File: src/rtl/sms4_pkg.sv
// SMS4 key-schedule constants: FK, CK generator, S-box, FSM states.
// Shared by the key scheduler and its round-function sub-block.
package sms4_pkg;

  localparam int unsigned NROUNDS = 32;

  typedef enum logic [1:0] {
    IDLE = 2'd0,
    RUN  = 2'd1,
    DONE = 2'd2
  } sms4_state_e;

  localparam logic [31:0] FK [4] = '{
    32'hA3B1BAC6, 32'h56AA3350,
    32'h677D9197, 32'hB27022DC
  };

  localparam logic [7:0] SBOX [256] = '{
    8'hd6,8'h90,8'he9,8'hfe,8'hcc,8'he1,8'h3d,8'hb7,
    8'h16,8'hb6,8'h14,8'hc2,8'h28,8'hfb,8'h2c,8'h05,
    8'h2b,8'h67,8'h9a,8'h76,8'h2a,8'hbe,8'h04,8'hc3,
    8'haa,8'h44,8'h13,8'h26,8'h49,8'h86,8'h06,8'h99,
    8'h9c,8'h42,8'h50,8'hf4,8'h91,8'hef,8'h98,8'h7a,
    8'h33,8'h54,8'h0b,8'h43,8'hed,8'hcf,8'hac,8'h62,
    8'he4,8'hb3,8'h1c,8'ha9,8'hc9,8'h08,8'he8,8'h95,
    8'h80,8'hdf,8'h94,8'hfa,8'h75,8'h8f,8'h3f,8'ha6,
    8'h47,8'h07,8'ha7,8'hfc,8'hf3,8'h73,8'h17,8'hba,
    8'h83,8'h59,8'h3c,8'h19,8'he6,8'h85,8'h4f,8'ha8,
    8'h68,8'h6b,8'h81,8'hb2,8'h71,8'h64,8'hda,8'h8b,
    8'hf8,8'heb,8'h0f,8'h4b,8'h70,8'h56,8'h9d,8'h35,
    8'h1e,8'h24,8'h0e,8'h5e,8'h63,8'h58,8'hd1,8'ha2,
    8'h25,8'h22,8'h7c,8'h3b,8'h01,8'h21,8'h78,8'h87,
    8'hd4,8'h00,8'h46,8'h57,8'h9f,8'hd3,8'h27,8'h52,
    8'h4c,8'h36,8'h02,8'he7,8'ha0,8'hc4,8'hc8,8'h9e,
    8'hea,8'hbf,8'h8a,8'hd2,8'h40,8'hc7,8'h38,8'hb5,
    8'ha3,8'hf7,8'hf2,8'hce,8'hf9,8'h61,8'h15,8'ha1,
    8'he0,8'hae,8'h5d,8'ha4,8'h9b,8'h34,8'h1a,8'h55,
    8'had,8'h93,8'h32,8'h30,8'hf5,8'h8c,8'hb1,8'he3,
    8'h1d,8'hf6,8'he2,8'h2e,8'h82,8'h66,8'hca,8'h60,
    8'hc0,8'h29,8'h23,8'hab,8'h0d,8'h53,8'h4e,8'h6f,
    8'hd5,8'hdb,8'h37,8'h45,8'hde,8'hfd,8'h8e,8'h2f,
    8'h03,8'hff,8'h6a,8'h72,8'h6d,8'h6c,8'h5b,8'h51,
    8'h8d,8'h1b,8'haf,8'h92,8'hbb,8'hdd,8'hbc,8'h7f,
    8'h11,8'hd9,8'h5c,8'h41,8'h1f,8'h10,8'h5a,8'hd8,
    8'h0a,8'hc1,8'h31,8'h88,8'ha5,8'hcd,8'h7b,8'hbd,
    8'h2d,8'h74,8'hd0,8'h12,8'hb8,8'he5,8'hb4,8'hb0,
    8'h89,8'h69,8'h97,8'h4a,8'h0c,8'h96,8'h77,8'h7e,
    8'h65,8'hb9,8'hf1,8'h09,8'hc5,8'h6e,8'hc6,8'h84,
    8'h18,8'hf0,8'h7d,8'hec,8'h3a,8'hdc,8'h4d,8'h20,
    8'h79,8'hee,8'h5f,8'h3e,8'hd7,8'hcb,8'h39,8'h48
  };

  // CK[i] byte j (j=0 is the MSB) = ((4i+j)*7) mod 256
  function automatic logic [31:0] ck(input logic [4:0] i);
    logic [31:0] v;
    int          b;
    v = '0;
    for (int j = 0; j < 4; j++) begin
      b = (4 * int'(i) + j) * 7;
      v[31-8*j -: 8] = 8'(b);
    end
    return v;
  endfunction

  function automatic logic [31:0] rotl32(
    input logic [31:0] x,
    input int unsigned n
  );
    return (x << n) | (x >> (32 - n));
  endfunction

endpackage

File: src/rtl/sms4_key_sched_if.sv
// Control, round-key stream and key-store read bundle.
// slave: key scheduler side; master: controller / round core side.
interface sms4_key_sched_if;

  logic         start;
  logic [127:0] key_in;
  logic         zeroize;
  logic         busy;
  logic         keys_valid;
  logic [31:0]  rk_out;
  logic [4:0]   rk_out_idx;
  logic         rk_out_valid;
  logic         rd_en;
  logic [4:0]   rd_idx;
  logic [31:0]  rd_rk;
  logic         rd_valid;

  modport slave (
    input  start, key_in, zeroize,
    input  rd_en, rd_idx,
    output busy, keys_valid,
    output rk_out, rk_out_idx, rk_out_valid,
    output rd_rk, rd_valid
  );

  modport master (
    output start, key_in, zeroize,
    output rd_en, rd_idx,
    input  busy, keys_valid,
    input  rk_out, rk_out_idx, rk_out_valid,
    input  rd_rk, rd_valid
  );

endinterface

File: src/rtl/sms4_key_tprime.sv
// Key-schedule T' = L'(tau(i_t)): four S-box lookups, B^rotl13^rotl23.
// Ports: i_t (32b word in), o_l (32b transformed word out). Combinational.
module sms4_key_tprime
  import sms4_pkg::*;
(
  input  logic [31:0] i_t,
  output logic [31:0] o_l
);

  logic [31:0] w_b;

  assign w_b = {SBOX[i_t[31:24]], SBOX[i_t[23:16]],
                SBOX[i_t[15:8]],  SBOX[i_t[7:0]]};

  assign o_l = w_b ^ rotl32(w_b, 13) ^ rotl32(w_b, 23);

endmodule

File: src/rtl/sms4_key_sched.sv
// SMS4 key expansion: one round key per clock into a 32-entry store.
// Ports: clk, rst (sync, active-high), bus (sms4_key_sched_if.slave).
module sms4_key_sched #(
  parameter int unsigned BWIDTH  = 32,
  parameter int unsigned NROUNDS = 32
) (
  input  logic            clk,
  input  logic            rst,
  sms4_key_sched_if.slave bus
);
  import sms4_pkg::*;

  sms4_state_e       r_state;
  sms4_state_e       w_state_nxt;
  logic [4:0]        r_cnt;
  logic [BWIDTH-1:0] r_k [4];
  logic [BWIDTH-1:0] r_store [NROUNDS];
  logic              r_busy;
  logic              r_kv;
  logic [BWIDTH-1:0] r_rk_out;
  logic [4:0]        r_rk_out_idx;
  logic              r_rk_out_valid;
  logic [BWIDTH-1:0] r_rd_rk;
  logic              r_rd_valid;
  logic              w_load;
  logic              w_step;
  logic              w_last;
  logic [31:0]       w_t;
  logic [31:0]       w_l;
  logic [BWIDTH-1:0] w_rk;

  assign w_last = (r_cnt == 5'(NROUNDS - 1));
  assign w_t    = r_k[1] ^ r_k[2] ^ r_k[3] ^ ck(r_cnt);
  assign w_rk   = r_k[0] ^ w_l;

  sms4_key_tprime u_tprime (
    .i_t (w_t),
    .o_l (w_l)
  );

  always_ff @(posedge clk) begin
    if (rst) r_state <= IDLE;
    else     r_state <= w_state_nxt;
  end

  always_comb begin
    w_state_nxt = r_state;
    w_load      = 1'b0;
    w_step      = 1'b0;
    if (bus.zeroize) begin
      w_state_nxt = IDLE;
    end else begin
      unique case (r_state)
        IDLE, DONE: begin
          if (bus.start) begin
            w_load      = 1'b1;
            w_state_nxt = RUN;
          end
        end
        RUN: begin
          w_step = 1'b1;
          if (w_last) w_state_nxt = DONE;
        end
        default: w_state_nxt = IDLE;
      endcase
    end
  end

  always_ff @(posedge clk) begin
    if (rst) begin
      r_cnt          <= '0;
      r_busy         <= 1'b0;
      r_kv           <= 1'b0;
      r_rk_out       <= '0;
      r_rk_out_idx   <= '0;
      r_rk_out_valid <= 1'b0;
      for (int i = 0; i < 4; i++) r_k[i] <= '0;
      for (int i = 0; i < int'(NROUNDS); i++) r_store[i] <= '0;
    end else if (bus.zeroize) begin
      r_cnt          <= '0;
      r_busy         <= 1'b0;
      r_kv           <= 1'b0;
      r_rk_out       <= '0;
      r_rk_out_valid <= 1'b0;
      for (int i = 0; i < 4; i++) r_k[i] <= '0;
      for (int i = 0; i < int'(NROUNDS); i++) r_store[i] <= '0;
    end else begin
      r_busy         <= (w_state_nxt == RUN);
      r_kv           <= (w_state_nxt == DONE);
      r_rk_out_valid <= w_step;
      if (w_load) begin
        r_k[0] <= bus.key_in[127:96] ^ FK[0];
        r_k[1] <= bus.key_in[95:64]  ^ FK[1];
        r_k[2] <= bus.key_in[63:32]  ^ FK[2];
        r_k[3] <= bus.key_in[31:0]   ^ FK[3];
        r_cnt  <= '0;
      end else if (w_step) begin
        r_store[r_cnt] <= w_rk;
        r_rk_out       <= w_rk;
        r_rk_out_idx   <= r_cnt;
        r_k[0]         <= r_k[1];
        r_k[1]         <= r_k[2];
        r_k[2]         <= r_k[3];
        r_k[3]         <= w_rk;
        // final increment wraps to 0; state has moved to DONE
        r_cnt          <= r_cnt + 5'd1;
      end
    end
  end

  // Read port samples the pre-edge store, so a same-edge write is not seen
  always_ff @(posedge clk) begin
    if (rst) begin
      r_rd_rk    <= '0;
      r_rd_valid <= 1'b0;
    end else begin
      r_rd_valid <= bus.rd_en;
      if (bus.zeroize)    r_rd_rk <= '0;
      else if (bus.rd_en) r_rd_rk <= r_store[bus.rd_idx];
    end
  end

  assign bus.busy         = r_busy;
  assign bus.keys_valid   = r_kv;
  assign bus.rk_out       = r_rk_out;
  assign bus.rk_out_idx   = r_rk_out_idx;
  assign bus.rk_out_valid = r_rk_out_valid;
  assign bus.rd_rk        = r_rd_rk;
  assign bus.rd_valid     = r_rd_valid;

endmodule

File: src/flat_wrapper.sv
// flat-port wrapper written by rule: the top's interface ports become plain ports
module sms4_key_sched_flat import sms4_pkg::*;
#(
  parameter int unsigned BWIDTH  = 32,
  parameter int unsigned NROUNDS = 32
)
  (clk, rst, bus_start, bus_key_in, bus_zeroize, bus_rd_en, bus_rd_idx, bus_busy, bus_keys_valid, bus_rk_out, bus_rk_out_idx, bus_rk_out_valid, bus_rd_rk, bus_rd_valid);
  sms4_key_sched_if bus_i ();
  input  logic clk;
  input  logic rst;
  input wire logic [$bits(bus_i.start)-1:0] bus_start;
  input wire logic [$bits(bus_i.key_in)-1:0] bus_key_in;
  input wire logic [$bits(bus_i.zeroize)-1:0] bus_zeroize;
  input wire logic [$bits(bus_i.rd_en)-1:0] bus_rd_en;
  input wire logic [$bits(bus_i.rd_idx)-1:0] bus_rd_idx;
  output wire logic [$bits(bus_i.busy)-1:0] bus_busy;
  output wire logic [$bits(bus_i.keys_valid)-1:0] bus_keys_valid;
  output wire logic [$bits(bus_i.rk_out)-1:0] bus_rk_out;
  output wire logic [$bits(bus_i.rk_out_idx)-1:0] bus_rk_out_idx;
  output wire logic [$bits(bus_i.rk_out_valid)-1:0] bus_rk_out_valid;
  output wire logic [$bits(bus_i.rd_rk)-1:0] bus_rd_rk;
  output wire logic [$bits(bus_i.rd_valid)-1:0] bus_rd_valid;
  assign bus_i.start = bus_start;
  assign bus_i.key_in = bus_key_in;
  assign bus_i.zeroize = bus_zeroize;
  assign bus_i.rd_en = bus_rd_en;
  assign bus_i.rd_idx = bus_rd_idx;
  assign bus_busy = bus_i.busy;
  assign bus_keys_valid = bus_i.keys_valid;
  assign bus_rk_out = bus_i.rk_out;
  assign bus_rk_out_idx = bus_i.rk_out_idx;
  assign bus_rk_out_valid = bus_i.rk_out_valid;
  assign bus_rd_rk = bus_i.rd_rk;
  assign bus_rd_valid = bus_i.rd_valid;
  sms4_key_sched #(.BWIDTH(BWIDTH), .NROUNDS(NROUNDS)) u_core (.clk(clk), .rst(rst), .bus(bus_i));
endmodule
File: config.mk
export PLATFORM = sky130hd
export DESIGN_NAME = sms4_key_sched_flat
export DESIGN_NICKNAME = d
export VERILOG_FILES = /design/src/rtl/sms4_pkg.sv /design/src/rtl/sms4_key_sched_if.sv /design/src/rtl/sms4_key_tprime.sv /design/src/rtl/sms4_key_sched.sv /design/src/flat_wrapper.sv
export SDC_FILE = /design/constraint.sdc
export NUM_CORES = 2
export LEC_CHECK = 0
export BUFFER_PORTS_ARGS = -buffer_cell sky130_fd_sc_hd__buf_4
export CORE_UTILIZATION = 41
export CTS_CLUSTER_DIAMETER = 200
export DETAILED_ROUTE_END_ITERATION = 16
export PLACE_DENSITY = 0.54
export SLEW_MARGIN = 20
export SYNTH_ARGS = -nofsm -noshare
export SYNTH_HDL_FRONTEND = slang
export SYNTH_SLANG_ARGS = --single-unit
File: constraint.sdc
create_clock -name clk -period 16.65 [get_ports clk]
set_clock_uncertainty 0.15 [all_clocks]
set_input_delay 1.665 -clock clk [delete_from_list [all_inputs] [get_ports clk]]
set_output_delay 1.665 -clock clk [all_outputs]
set_load 0.03 [all_outputs]
Yosys cells after proc, flatten, opt, wreduce, memory -nomap -nowiden
Memories as Yosys holds them, arrays and structs flattened. A register that Yosys moved wholly into a read port is not among the register bits.
Cells that the tools add are included.
{ "op_classes": {"magnitude_cmp": 4, "mux": 78, "bitwise_logic": 62, "n_addsub": 4, "eq_ne": 5, "n_mul": 4, "n_reduce_logical": 7} }
{ "ops": {"columns": ["op", "n"], "rows": [
  ["$mux 32", 45],
  ["$xor 32x32->32", 6],
  ["$mul 32x4->8 const B", 3],
  ["$mux 8", 8],
  ["$or 1x1->1", 44],
  ["$ge 9x9->1 const B", 4],
  ["$not 8->9", 4],
  ["$or 32x13->32", 1],
  ["$or 32x23->32", 1],
  ["$reduce_or 32->1", 1],
  ["$not 14->14", 2],
  ["$mux 1", 20],
  ["$not 19->19", 1],
  ["$not 17->17", 1],
  ["$add 7x2->8 const B", 2],
  ["$add 7x1->8 const B", 1],
  ["$mul 5x3->6 const B", 1],
  ["$mux 2", 3],
  ["$add 5x1->5 const B", 1],
  ["$eq 5x5->1 const B", 1],
  ["$mux 5", 1],
  ["$eq 2x1->1 const B", 2],
  ["$eq 2x2->1 const B", 2],
  ["$pmux 2 s2", 1],
  ["other kinds (6)", 8]
]} }
{ "word_totals": {"mem_count": 6, "elab_cells": 178, "romBits": 8192, "reg_bits": 48, "ram_bits": 1152, "output_inout_bits": 73} }
{ "memory_table": {"columns": ["memory", "depth", "width", "rd", "rd_ports_with_merged_regs", "write_ports", "line_no", "source"], "rows": [
  ["(no name shown)", 256, 8, 1, 0, 0, "sms4_key_tprime.sv:13", "SBOX[i_t[15:8]], SBOX[i_t[7:0]]};"],
  ["(no name shown)", 256, 8, 1, 0, 0, "sms4_key_tprime.sv:13", null],
  ["(no name shown)", 256, 8, 1, 0, 0, "sms4_key_tprime.sv:12", "assign w_b = {SBOX[i_t[31:24]], SBOX[i_t[23:16]],"],
  ["(no name shown)", 256, 8, 1, 0, 0, "sms4_key_tprime.sv:12", null],
  ["u_core.r_store", 32, 32, 1, 1, 32, "sms4_key_sched.sv:17", "logic [BWIDTH-1:0] r_store [NROUNDS];"],
  ["u_core.r_k", 4, 32, 4, 0, 4, "sms4_key_sched.sv:16", "logic [BWIDTH-1:0] r_k [4];"]
]} }

Depth between registers and ports, before layout
An unclocked memory read counts as a cell.
{ "logic_depth": {"word_depth": 13, "mapped_depth": 23} }

Cells and area by module
From an unflattened synthesis, not the netlist that was laid out.
{ "unflattened": {"cells_unflattened": 6404, "hier_area_um2": 67461.0} }
{ "modules_own_cells": {"columns": ["module", "area_each_um2", "n_inst", "seq_area_each_um2", "cells_each"], "rows": [
  ["sms4_key_sched", 53832.9, 1, 36194.7, 4200],
  ["sms4_key_tprime", 13628.1, 1, 0.0, 2204]
]} }

Least setup slack after synthesis
No wires, ideal clock.
{ "synth_timing": {"path_kind": "register to register", "from": "reg u_core.r_cnt[0]", "to": "mem u_core.r_store[0][21] (data pin)", "stages_incl_launch_ff": 22, "path_buffers": 7, "setup_slack_ns": 11.176, "t_required_ns": 16.234, "t_arrival_ns": 5.058, "setup_time_ns": 0.266, "cell_sequence": "dfxtp_1 buf_4 buf_6 inv_1 ha_1 buf_6 xor3_2 xor2_1 ha_1 xor2_1 xor2_1 buf_2 clkbuf_1 clkbuf_1 a221oi_1 a311o_1 o211ai_1 nand4_1 xnor2_1 xnor2_1 buf_4 nor2_1"} }
{ "synth_lines": {"columns": ["element", "line_no", "source"], "rows": [
  ["start, declared", "sms4_key_sched.sv:15", "logic [4:0] r_cnt;"],
  ["start signal, assigned", "sms4_key_sched.sv:106", "r_cnt <= r_cnt + 5'd1;"],
  ["end, declared", "sms4_key_sched.sv:17", null]
]} }

==> results by group <==
Outcome
  • Run status: finished clean

STA
  • Slew HR: 0.1820
  • RSZ-0062 raised after global routing: false
  • Final Setup Violations: 0
  • Pins Over Slew Limit: 0
  • Tcrit/Tclk final: 0.4261
  • Slew @ Worst Pin: 1227 ps
  • Total negative setup slack: 0 ps
  • Max Clk Rate: 141.0 MHz
  • Fin. Hold Viols: 0
  • Final worst slack: 9555 ps
  • Period minus WS final: 7095 ps
  • Worst Hold Margin: 297.5 ps

Critical path
  • Slowest CP cell: ha_1
  • CP max FO: 47
  • Crit Path Class: reg2reg
  • CP Capture Type: flip-flop
  • CP startpoint kind: flip-flop
  • CP cell instances: buf_4 -> inv_1 -> ha_1 -> xor3_2 -> xor2_1 -> ha_1 -> xor2_1 -> xnor2_2 -> buf_4 -> nand2_1 -> nor4_1 -> a311oi_1 -> o221ai_1 -> and3_1 -> xor2_1 -> xnor2_4 -> buf_4 -> nor2_1
  • Arrival time of the worst setup path: 7420 ps
  • CP max stage delay: 680 ps
  • Worst EP required: 16980 ps

Clocking
  • Post-CTS Repair Setup Buffers: 0
  • TritonCTS buffer count: 137
  • Cts repair resizes: 0
  • CTS tree: done
  • Max Root-Sink Buffers: 3
  • Hold buffers post-CTS: 0
  • Clock Latency Late Sink: 780 ps
  • H-tree levels: 4
  • Root cell of the clock tree: clkbuf_16
  • CTS sink cnt: 1232
  • Clock Pin Slew Worst Setup and Hold Paths: 60 ps

Synth
  • Syn Area/Cell: 11.51 um2
  • Synth area leaders: edfxtp_1 52%, mux4_2 11%, nor2_1 7.4%, dfxtp_1 2.4%, nand2_1 2.4%
  • Share of the synthesized area in the top cell type: 0.5173
  • Cell Area, Synth: 66880 um2
  • Leading area contributor after synthesis: edfxtp_1
  • Async set-reset flop share out of synthesis: 0
  • Post-synthesis sequential area ratio: 0.5412
  • Main flop type after synthesis: edfxtp_1
  • Synthesized flop and latch total: 1232
  • Cell variety after synth: 99
  • Post-Synthesis Cells: 5809
  • Ys Warns: 0
  • EDFF count, synth: 1152
  • Syn nets: 6019

Die
  • Die H: 405.9 um
  • Die width: 405.9 um
  • Std cell rows: 147
  • Core ar.: 161300 um2
  • Die ar.: 164700 um2
  • I/O Pins: 211
  • Initial Utilization: 0.4146

Routing
  • DRT Pass-1 Iters: 6
  • Detailed Route WL: 270.4 mm
  • Iteration-0 DRC Markers: 7820
  • Via count: 52371
  • DR vias/cell: 6.505
  • Post-route ant nets: 0
  • Remaining DRCs: 0
  • Routed WL per cell: 33.58 um

Placement
  • Placed Instances: 7795
  • Number of port buffers: 210
  • Placement Setup Slack: 9516 ps
  • DP Wirelength: 165.4 mm
  • Placer Congestion: 1.009

Cells and area
  • Fin cells: 8051
  • P&R area growth vs syn: 12.88%
  • Share of layout cells above drive strength 1: 0.1840
  • Nets: 5990

Power and ir drop
  • Reg power frac: 0.247
  • Pint: 7138 uW
  • Sw Share: 0.5102
  • Combinational power share: 0.547
  • Pwr dens: 193.1 nW/um2
  • Sw power: 7435 uW
  • Clock share of power: 0.206
  • VDD IR max: 396.4 uV
  • Leakage power: 0.02746 uW

Global route
  • Initial antenna violation count: 8
  • Vias in the first global route: 50906
  • First-pass GRT wire length: 383.3 mm
  • Total Routing Usage GR: 0.3254
  • Global route overflow: 0
  • Pin count of the biggest net entering global routing: 121

Hold path
  • Hold crit path type: reg2reg

Job
  • MaxCap Viol Count: 0
## worst max-delay path, delay by kind of cell, from the launching register on
family / cells / cell delay (ps)
flops: 1 / 300
buf+inv: 4 / 1420
compound gates: 2 / 340
xor+xnor: 6 / 1980
simple gates: 4 / 1540
fa+ha+maj: 2 / 1000
## cells in the final DEF (no fill, tap or decap), types with 41 or more instances in the layout
cell type and n:
nor3_1 90, a22o_1 48, dfxtp_1 80, nand3_1 81
a221oi_1 42, nand2_1 380, edfxtp_1 1152, nand2_2 44
nor2_1 1317, a311oi_1 47, ha_1 65, mux4_2 320
a21oi_1 240, mux2i_1 47, xor2_1 41, a31oi_1 72
clkbuf_16 139, buf_4 403, o211ai_1 49, xnor2_1 89
a211oi_1 86, o21ai_0 303
## flip-flops by register name, indices dropped and copies added (netlist names)
signal and flops:
u_core.r_store 1024, u_core.r_k 128, u_core.bus.rd_rk 32, u_core.bus.rk_out 32, u_core.bus.rk_out_idx 5, u_core.r_cnt 5, u_core.r_state 2, u_core.bus.busy 1
u_core.bus.keys_valid 1, u_core.bus.rd_valid 1, u_core.bus.rk_out_valid 1
## path summary, 6_finish.rpt
check	from	endpoint	slack [ps]	depth (start not counted)
worst min-delay path	u_core.bus.rk_out[28]$_SDFFE_PP0P_	u_core.bus.rk_out[28]$_SDFFE_PP0P_	300	2
worst max register to register	u_core.r_cnt[0]$_SDFFE_PP0P_	u_core.r_store[23][2]$_SDFFCE_PN0P_	9560	18
worst max-delay path	u_core.r_cnt[0]$_SDFFE_PP0P_	u_core.r_store[23][2]$_SDFFCE_PN0P_	9560	18
worst min register to register	u_core.bus.rk_out[28]$_SDFFE_PP0P_	u_core.bus.rk_out[28]$_SDFFE_PP0P_	300	2
## power groups by stage
stage,Combinational [uW],Sequential (uW),Clock (uW)
floorplan,4400,3650,0
global route,8260,3610,3160
global placement,7650,3650,0
CTS,7670,3590,3050
finish,7970,3600,3000
detailed placement,7660,3660,0
## logic make-up (layout without fill, tap and decap cells)
group / count (synthesis) / in the layout / synth area share
XOR/XNOR: 214 / 214 / 0.03764
AO/OA/AOI/OAI: 1234 / 1234 / 0.1249
AND/OR/NAND/NOR: 2077 / 2077 / 0.1267
flip-flops: 1232 / 1232 / 0.5412
adder cells (fa/ha/maj): 73 / 73 / 0.01441
multiplexers: 368 / 368 / 0.1150
buffers and inverters: 611 / 692 / 0.04019
other: 0 / 1 / 0
## routing by layer
layer | part of all wire | global-route usage | wire length [um] | vias to the layer above
met3 | 0.10 | 0.06500 | 27780 | 625
met2 | 0.45 | 0.5041 | 122700 | 3548
met4 | 0.046 | 0.1323 | 12530 | 8
li1 | - | - | - | 21763
met1 | 0.40 | 0.4473 | 107300 | 26427
met5 | 0.00022 | 0 | 59 | -
## cell type report
cell class / instances / area, um2
Inverter: 28 / 106.4
Timing Repair Buffer: 415 / 3279
Clock inverter: 67 / 721.9
Tap cell: 2160 / 2703
Multi-Input combinational cell: 3966 / 28780
Clock buffer: 182 / 3700
Antenna cell: 1 / 2.502
Sequential cell: 1232 / 36190
Fill cell: 14767 / 85810
## synth_stat cells, types with 17 or more instances
cell type and number:
nor2_1 1320, edfxtp_1 1152, nand2_1 424, mux4_2 320, clkbuf_1 315, o21ai_0 303
a21oi_1 240, buf_2 186, xnor2_1 104, nand3_1 97, nor3_1 90, a211oi_1 86
dfxtp_1 80, a31oi_1 72, ha_1 65, o211ai_1 49, a22o_1 48, buf_1 48
xor2_1 48, a311oi_1 47, mux2i_1 47, a221oi_1 42, o22ai_1 37, xnor2_2 33
nand4_1 27, buf_4 25, o2111ai_1 25, o31ai_1 25, nor4_1 24, a2111oi_0 20
and2_1 20, o221ai_1 20, o311ai_0 19, inv_1 17, o21ai_1 17
## stage by stage
stage	cell area (um2)	total power, uW	utilization
global placement	70890	11310	0.4395
detailed placement	70920	11320	0.4397
CTS	75340	14320	0.4671
global route	75490	15030	0.4680
finish	75490	14570	0.4680
floorplan	66880	8050	-
(Power assumes the default switching activity.)
